**config.mk**
```make
export PLATFORM = sky130hd
export DESIGN_NAME = lsu_mem_access
export DESIGN_NICKNAME = d
export VERILOG_FILES = /design/src/rtl/lsu_pkg.sv /design/src/rtl/lsu_align.sv /design/src/rtl/lsu_mem_access.sv
export SDC_FILE = /design/constraint.sdc
export NUM_CORES = 1
export LEC_CHECK = 0
export ABC_CLOCK_PERIOD_IN_PS = 2600
export CORE_MARGIN = 2
export CORE_UTILIZATION = 46
export CTS_BUF_LIST = sky130_fd_sc_hd__clkbuf_2 sky130_fd_sc_hd__clkbuf_4 sky130_fd_sc_hd__clkbuf_8
export CTS_CLUSTER_DIAMETER = 150
export DETAILED_ROUTE_END_ITERATION = 12
export PLACE_DENSITY = 0.87
export SYNTH_ARGS = -nofsm -noshare
export SYNTH_HDL_FRONTEND = slang
export SYNTH_SLANG_ARGS = --single-unit
```
**constraint.sdc**
```tcl
create_clock -name clk -period 2.6 [get_ports clk]
set_clock_uncertainty 0.15 [all_clocks]
set_input_delay 0.65 -clock clk [delete_from_list [all_inputs] [get_ports clk]]
set_output_delay 0.65 -clock clk [all_outputs]
set_load 0.01 [all_outputs]
```
**src/rtl/lsu_pkg.sv**
```systemverilog
// Shared types for the MEMPREP load/store unit.
// Width encodings, FSM states and the alignment rule.
package lsu_pkg;

  typedef enum logic [1:0] {
    DW_BYTE = 2'b00,
    DW_HALF = 2'b01,
    DW_WORD = 2'b10
  } data_width_e;

  typedef enum logic [1:0] {
    S_IDLE,
    S_REQ,
    S_WAIT,
    S_DONE
  } lsu_state_e;

  function automatic logic is_aligned(
    input logic [1:0] width,
    input logic [1:0] off
  );
    logic ok;
    ok = 1'b0;
    unique case (1'b1)
      width == DW_BYTE: ok = 1'b1;
      width == DW_HALF: ok = ~off[0];
      width == DW_WORD: ok = (off == 2'b00);
      default:          ok = 1'b0;
    endcase
    return ok;
  endfunction

endpackage

```
**src/rtl/lsu_align.sv**
```systemverilog
// Store lane steering / byte enables and load lane extract / extend.
// Purely combinational; the FSM lives in the top.
import lsu_pkg::*;

module lsu_align (
  input  logic [1:0]  st_width,
  input  logic [1:0]  st_off,
  input  logic [31:0] st_data,
  output logic [3:0]  st_be,
  output logic [31:0] st_lane,
  input  logic [1:0]  ld_width,
  input  logic [1:0]  ld_off,
  input  logic        ld_sext,
  input  logic [31:0] ld_word,
  output logic [31:0] ld_data
);

  logic [7:0]  ld_b;
  logic [15:0] ld_h;

  always_comb begin
    st_be   = 4'b1111;
    st_lane = st_data;
    unique case (1'b1)
      st_width == DW_BYTE: begin
        st_be   = 4'b0001 << st_off;
        st_lane = {4{st_data[7:0]}};
      end
      st_width == DW_HALF: begin
        st_be   = st_off[1] ? 4'b1100 : 4'b0011;
        st_lane = {2{st_data[15:0]}};
      end
      default: begin
        st_be   = 4'b1111;
        st_lane = st_data;
      end
    endcase
  end

  always_comb begin
    ld_b    = 8'(ld_word >> {ld_off, 3'b000});
    ld_h    = ld_off[1] ? ld_word[31:16] : ld_word[15:0];
    ld_data = ld_word;
    unique case (1'b1)
      ld_width == DW_BYTE:
        ld_data = {{24{ld_sext & ld_b[7]}}, ld_b};
      ld_width == DW_HALF:
        ld_data = {{16{ld_sext & ld_h[15]}}, ld_h};
      default:
        ld_data = ld_word;
    endcase
  end

endmodule

```
**src/rtl/lsu_mem_access.sv**
```systemverilog
// MEMPREP data-memory access: one in-order valid/ready request
// per load/store, stalls upstream until the access completes.
import lsu_pkg::*;

module lsu_mem_access #(
  parameter int RSP_TIMEOUT = 0,
  parameter int TO_W        = 8
) (
  input  logic        clk,
  input  logic        rst_n,
  input  logic        op_valid,
  input  logic        mem_op,
  input  logic        lsu_we,
  input  logic        lsu_sign_extend,
  input  logic [1:0]  data_width,
  input  logic [31:0] addr,
  input  logic [31:0] wdata,
  output logic        bus_req_valid,
  input  logic        bus_req_ready,
  output logic [31:0] bus_addr,
  output logic        bus_we,
  output logic [3:0]  bus_be,
  output logic [31:0] bus_wdata,
  input  logic        bus_rsp_valid,
  input  logic [31:0] bus_rdata,
  output logic        lsu_stall,
  output logic        lsu_done,
  output logic [31:0] load_data,
  output logic        misaligned,
  output logic        bus_error
);

  localparam logic [TO_W-1:0] TO_LAST =
    TO_W'(RSP_TIMEOUT - 1);

  lsu_state_e state_q, state_d;

  logic [29:0]     addr_q;
  logic [1:0]      off_q;
  logic [1:0]      width_q;
  logic            we_q;
  logic            sext_q;
  logic            mis_q;
  logic            err_q;
  logic [3:0]      be_q;
  logic [31:0]     wdata_q;
  logic [31:0]     ld_q;
  logic [TO_W-1:0] cnt_q;

  logic        start;
  logic        ok;
  logic        to_hit;
  logic        in_req;
  logic [3:0]  st_be;
  logic [31:0] st_lane;
  logic [31:0] ld_ext;

  assign start  = op_valid & mem_op;
  assign ok     = is_aligned(data_width, addr[1:0]);
  assign to_hit = (RSP_TIMEOUT != 0) && (cnt_q == TO_LAST);
  assign in_req = (state_q == S_REQ);

  lsu_align u_align (
    .st_width (data_width),
    .st_off   (addr[1:0]),
    .st_data  (wdata),
    .st_be    (st_be),
    .st_lane  (st_lane),
    .ld_width (width_q),
    .ld_off   (off_q),
    .ld_sext  (sext_q),
    .ld_word  (bus_rdata),
    .ld_data  (ld_ext)
  );

  // Bus fields are only driven while the request is up.
  assign bus_req_valid = in_req;
  assign bus_addr  = in_req ? {addr_q, 2'b00} : '0;
  assign bus_we    = in_req & we_q;
  assign bus_be    = in_req ? be_q : '0;
  assign bus_wdata = in_req ? wdata_q : '0;
  assign load_data = ld_q;

  always_comb begin
    state_d    = state_q;
    lsu_stall  = 1'b0;
    lsu_done   = 1'b0;
    misaligned = 1'b0;
    bus_error  = 1'b0;
    unique case (state_q)
      S_IDLE: begin
        lsu_stall = start;
        if (start) state_d = ok ? S_REQ : S_DONE;
      end
      S_REQ: begin
        lsu_stall = 1'b1;
        if (bus_req_ready)
          state_d = we_q ? S_DONE : S_WAIT;
      end
      S_WAIT: begin
        lsu_stall = 1'b1;
        if (bus_rsp_valid || to_hit) state_d = S_DONE;
      end
      S_DONE: begin
        lsu_done   = 1'b1;
        misaligned = mis_q;
        bus_error  = err_q;
        state_d    = S_IDLE;
      end
      default: state_d = S_IDLE;
    endcase
  end

  always_ff @(posedge clk or negedge rst_n) begin
    if (!rst_n) begin
      state_q <= S_IDLE;
      addr_q  <= '0;
      off_q   <= '0;
      width_q <= '0;
      we_q    <= 1'b0;
      sext_q  <= 1'b0;
      mis_q   <= 1'b0;
      err_q   <= 1'b0;
      be_q    <= '0;
      wdata_q <= '0;
      ld_q    <= '0;
      cnt_q   <= '0;
    end else begin
      state_q <= state_d;
      unique case (state_q)
        S_IDLE: begin
          if (start) begin
            addr_q  <= addr[31:2];
            off_q   <= addr[1:0];
            width_q <= data_width;
            we_q    <= lsu_we;
            sext_q  <= lsu_sign_extend;
            be_q    <= st_be;
            wdata_q <= st_lane;
            mis_q   <= ~ok;
            err_q   <= 1'b0;
          end
        end
        S_REQ: cnt_q <= '0;
        S_WAIT: begin
          // A real response wins over a same-cycle timeout.
          if (bus_rsp_valid) begin
            ld_q <= ld_ext;
          end else if (to_hit) begin
            ld_q  <= '0;
            err_q <= 1'b1;
          end else begin
            cnt_q <= cnt_q + 1'b1;
          end
        end
        default: ;
      endcase
    end
  end

endmodule

```
==> flow_metrics.tcl, run 1 <==
set metrics [dict create \
    netlist_instances 564 \
    total_power_mw 8.477 \
    synth_adder_area_share 0.01298 \
    std_cell_rows 40 \
    timing.max_slew.rel_slack 0.1662 \
    cts_tree "done" \
    mostFrequentLayoutCells "clkdlybuf4s50_1 (137), dfrtp_1 (106), and2_1 (85), clkbuf_2 (66), mux2_2 (59)" \
    final_layout_size_suffix_gt1_frac 0.2343 \
    grt_usage 0.2569 \
    antenna_cells_inserted 0 \
    rsz0062_at_grt "true" \
    clock_path_buffers 2 \
    vdd_ir_drop_max_uv 505.9 \
    synth_xor_area_frac 0 \
    startpoint_type "flip-flop" \
    synth_enable_flop_cells 0 \
    post_synth_instance_area_mm2 0.005782 \
    syn_avg_cell_area_um2 10.25 \
    yosys_warning_count 0 \
    worst_r2r_path_depth 3 \
    layout.cells.most_common "clkdlybuf4s50_1" \
    first_global_vias 5392 \
    clk_transition_reported_paths_ps 110 \
    cp.buffers_inverters 3 \
    status "finished with violations" \
    max-cap-violations 0 \
    pre_cts_ws_ps -172.1 \
    timing.critical_path.fanout_max 24 \
    crit_path_cell_trace "buf_4 -> ha_4 -> bufbuf_16 -> and2_1 -> dlygate4sd2_1" \
    finish.instance_area_mm2 0.008008 \
    hold_viol 0 \
    post-dp-hpwl_um 12380 \
    dieArea_mm2 0.01348 \
    filler_cell_count 958 \
    hold_class "in -> async" \
    worstSkewPairLatency_ps 380 \
    first_pass_iters 5 \
    synth_cell_type_count 38 \
    violated_checks "setup timing" \
    final_max_slew_viol_count 0 \
    yosys-mux-area-fraction 0.1630 \
    design.core.area_mm2 0.01216 \
    worst_slew_pin_slew_ps 1248 \
    final_cells 932 \
    crit_path_end_kind "primary output" \
    design.portCount 212 \
    footprint_of_the_multi_input_gates_mm2 0.002875 \
    p_per_area_mw_per_mm2 1059 \
    detail_route.wirelength_um 17100 \
    grt_overflow 0 \
    antenna_found_initial 0 \
    grt_start_max_net_pins 73 \
    global_route_wire_length_before_repair_um 26910 \
    ctsHoldBuffers 0 \
    synth_area_in_simple_gates 0.1881 \
    route.detailed.drc 0 \
    routed_via_count 5154 \
    clock.fmax_mhz 379.5 \
    htree_num_levels 3 \
    postLayoutSetupSlackWorst_ps -35.14 \
    place.gp.congestion 0.8773 \
    synth_top_area_share 0.4631 \
    worst_path_largest_cell_delay_ps 440 \
    finalSetupViolations 1 \
    synth_compound_gate_area_share 0.1266 \
    worst_ep_required_time_ps 1800 \
    area.growth.synth_to_final_pct 38.50 \
    nets 871 \
    cp_top_family "buffers and inverters" \
    timing.setup.tns_ps -35.14 \
    initialDrtViolationCount 490 \
    final.period_utilization 1.014 \
    start_util 0.4754 \
    synth_area_leaders "dfrtp_1 (46%), mux2_2 (11%), and2_1 (9.2%), mux2i_1 (4.2%), a211oi_1 (4.2%)" \
    final.hold.worst_slack_ps 73.94 \
    buffer_ports.inserted 208 \
    postSynthRegisterBits 107 \
    path_class "reg -> out" \
    worstReg2RegStart "width_q[0]$_DFFE_PN0P_" \
    clkSinkCount 107 \
    fp.dieH_um 116.1 \
    synth_top_flop_cell "dfrtp_1" \
    seqCellArea_mm2 0.002679 \
    die_width_um 116.1 \
    async_flop_share 1.000 \
    dpl.cell_count 910 \
    main_combinational_cell_family_by_area_after_synthesis "simple AND/OR/NAND/NOR gates" \
    cts_root_buf "clkbuf_8" \
    r2r_slack_ps 420 \
    routedWlPerCell_um 18.34 \
    crit_slowest_cell "dfrtp_2" \
    utilization 0.6584 \
    fin_crit_ps 2635 \
    leakage_nw 3.546 \
    cts-buffers-inserted 9 \
    r2r-end "load_data[4]$_DFFE_PN0P_" \
    yosys.area.top_type "dfrtp_1" \
    dpl_cell_area_mm2 0.008039 \
    drtAntennaViolNets 0 \
    vias_per_cell 5.530 \
    arrival_ps 1840 \
    synth_seq_area_share 0.4631 \
]
[synthesized netlist by cell type (7+ instances only)]
library cell	count
nor2b_1	11
nand2_1	32
buf_2	13
nor3_1	18
mux2i_1	24
o21ai_0	44
a21oi_1	15
nor2_1	33
dfrtp_1	107
and3b_1	7
mux2_2	59
clkbuf_1	26
a211oi_1	32
a221oi_1	14
and2_1	85
[flip-flops by register name (all words and copies together) (netlist names)]
register	flops
addr_q	30
be_q	4
load_data	32
mis_q	1
off_q	2
sext_q	1
state_q	2
wdata_q	32
we_q	1
width_q	2
[cells by family after synthesis]
family	count (synthesis)
and+or+nand+nor	199
AOI/OAI and AO/OA	112
DFF	107
muxes	85
buffers and inverters	54
adders and majority gates	6
other	1
[layout make-up]
type | count | share of cell area
Clock buffer | 9 | 0.01547
Tap cell | 168 | 0.02625
Clock inverter | 7 | 0.008438
Sequential cell | 107 | 0.3345
Inverter | 5 | 0.002344
Timing Repair Buffer | 231 | 0.2539
Multi-Input combinational cell | 405 | 0.3591
[per-layer routing]
layer / track usage / share of wire / up-vias
li1: - / - / 2359
met1: 0.3099 / 0.40 / 2503
met2: 0.4363 / 0.49 / 256
met3: 0.07109 / 0.087 / 36
met4: 0.1063 / 0.027 / 0
met5: 0 / 0 / -
[what timing repair did]
| action | CTS | global route |
|---|---|---|
| hold endpoints to repair | 0 | 0 |
| endpoints found under the setup margin | 69 | 47 |
| gates resized for setup | 79 | 131 |
| cloned | 1 | 0 |
| setup buffers | 3 | 2 |
[worst max path at each step]
stage / slack (ps) / depth (start not counted) / from / endpoint
after global placement: -150 / 4 / op_valid / lsu_stall
after floorplan: 340 / 6 / state_q[0]$_DFFE_PN0P_ / lsu_stall
after detailed placement: -170 / 4 / mem_op / lsu_stall
final: -40 / 5 / state_q[0]$_DFFE_PN0P_ / bus_addr[28]
after global routing: -100 / 5 / state_q[0]$_DFFE_PN0P_ / bus_addr[28]
after CTS: -260 / 5 / state_q[0]$_DFFE_PN0P_ / lsu_stall
[report_power, final]
| part | switching, mW | total (mW) | internal [mW] |
|---|---|---|---|
| combinational | 2.20 | 4.47 | 2.26 |
| clock | 0.644 | 1.02 | 0.373 |
| sequential | 0.499 | 2.99 | 2.49 |
| total | 3.35 | 8.48 | 5.13 |
Power figures use the tool's default switching activity.
==> run 2: changes to the inputs <==
- ABC_CLOCK_PERIOD_IN_PS: 2600 -> default
==> results of run 2 <==
The final DEF is identical to that of run 1; final timing and power are the same.
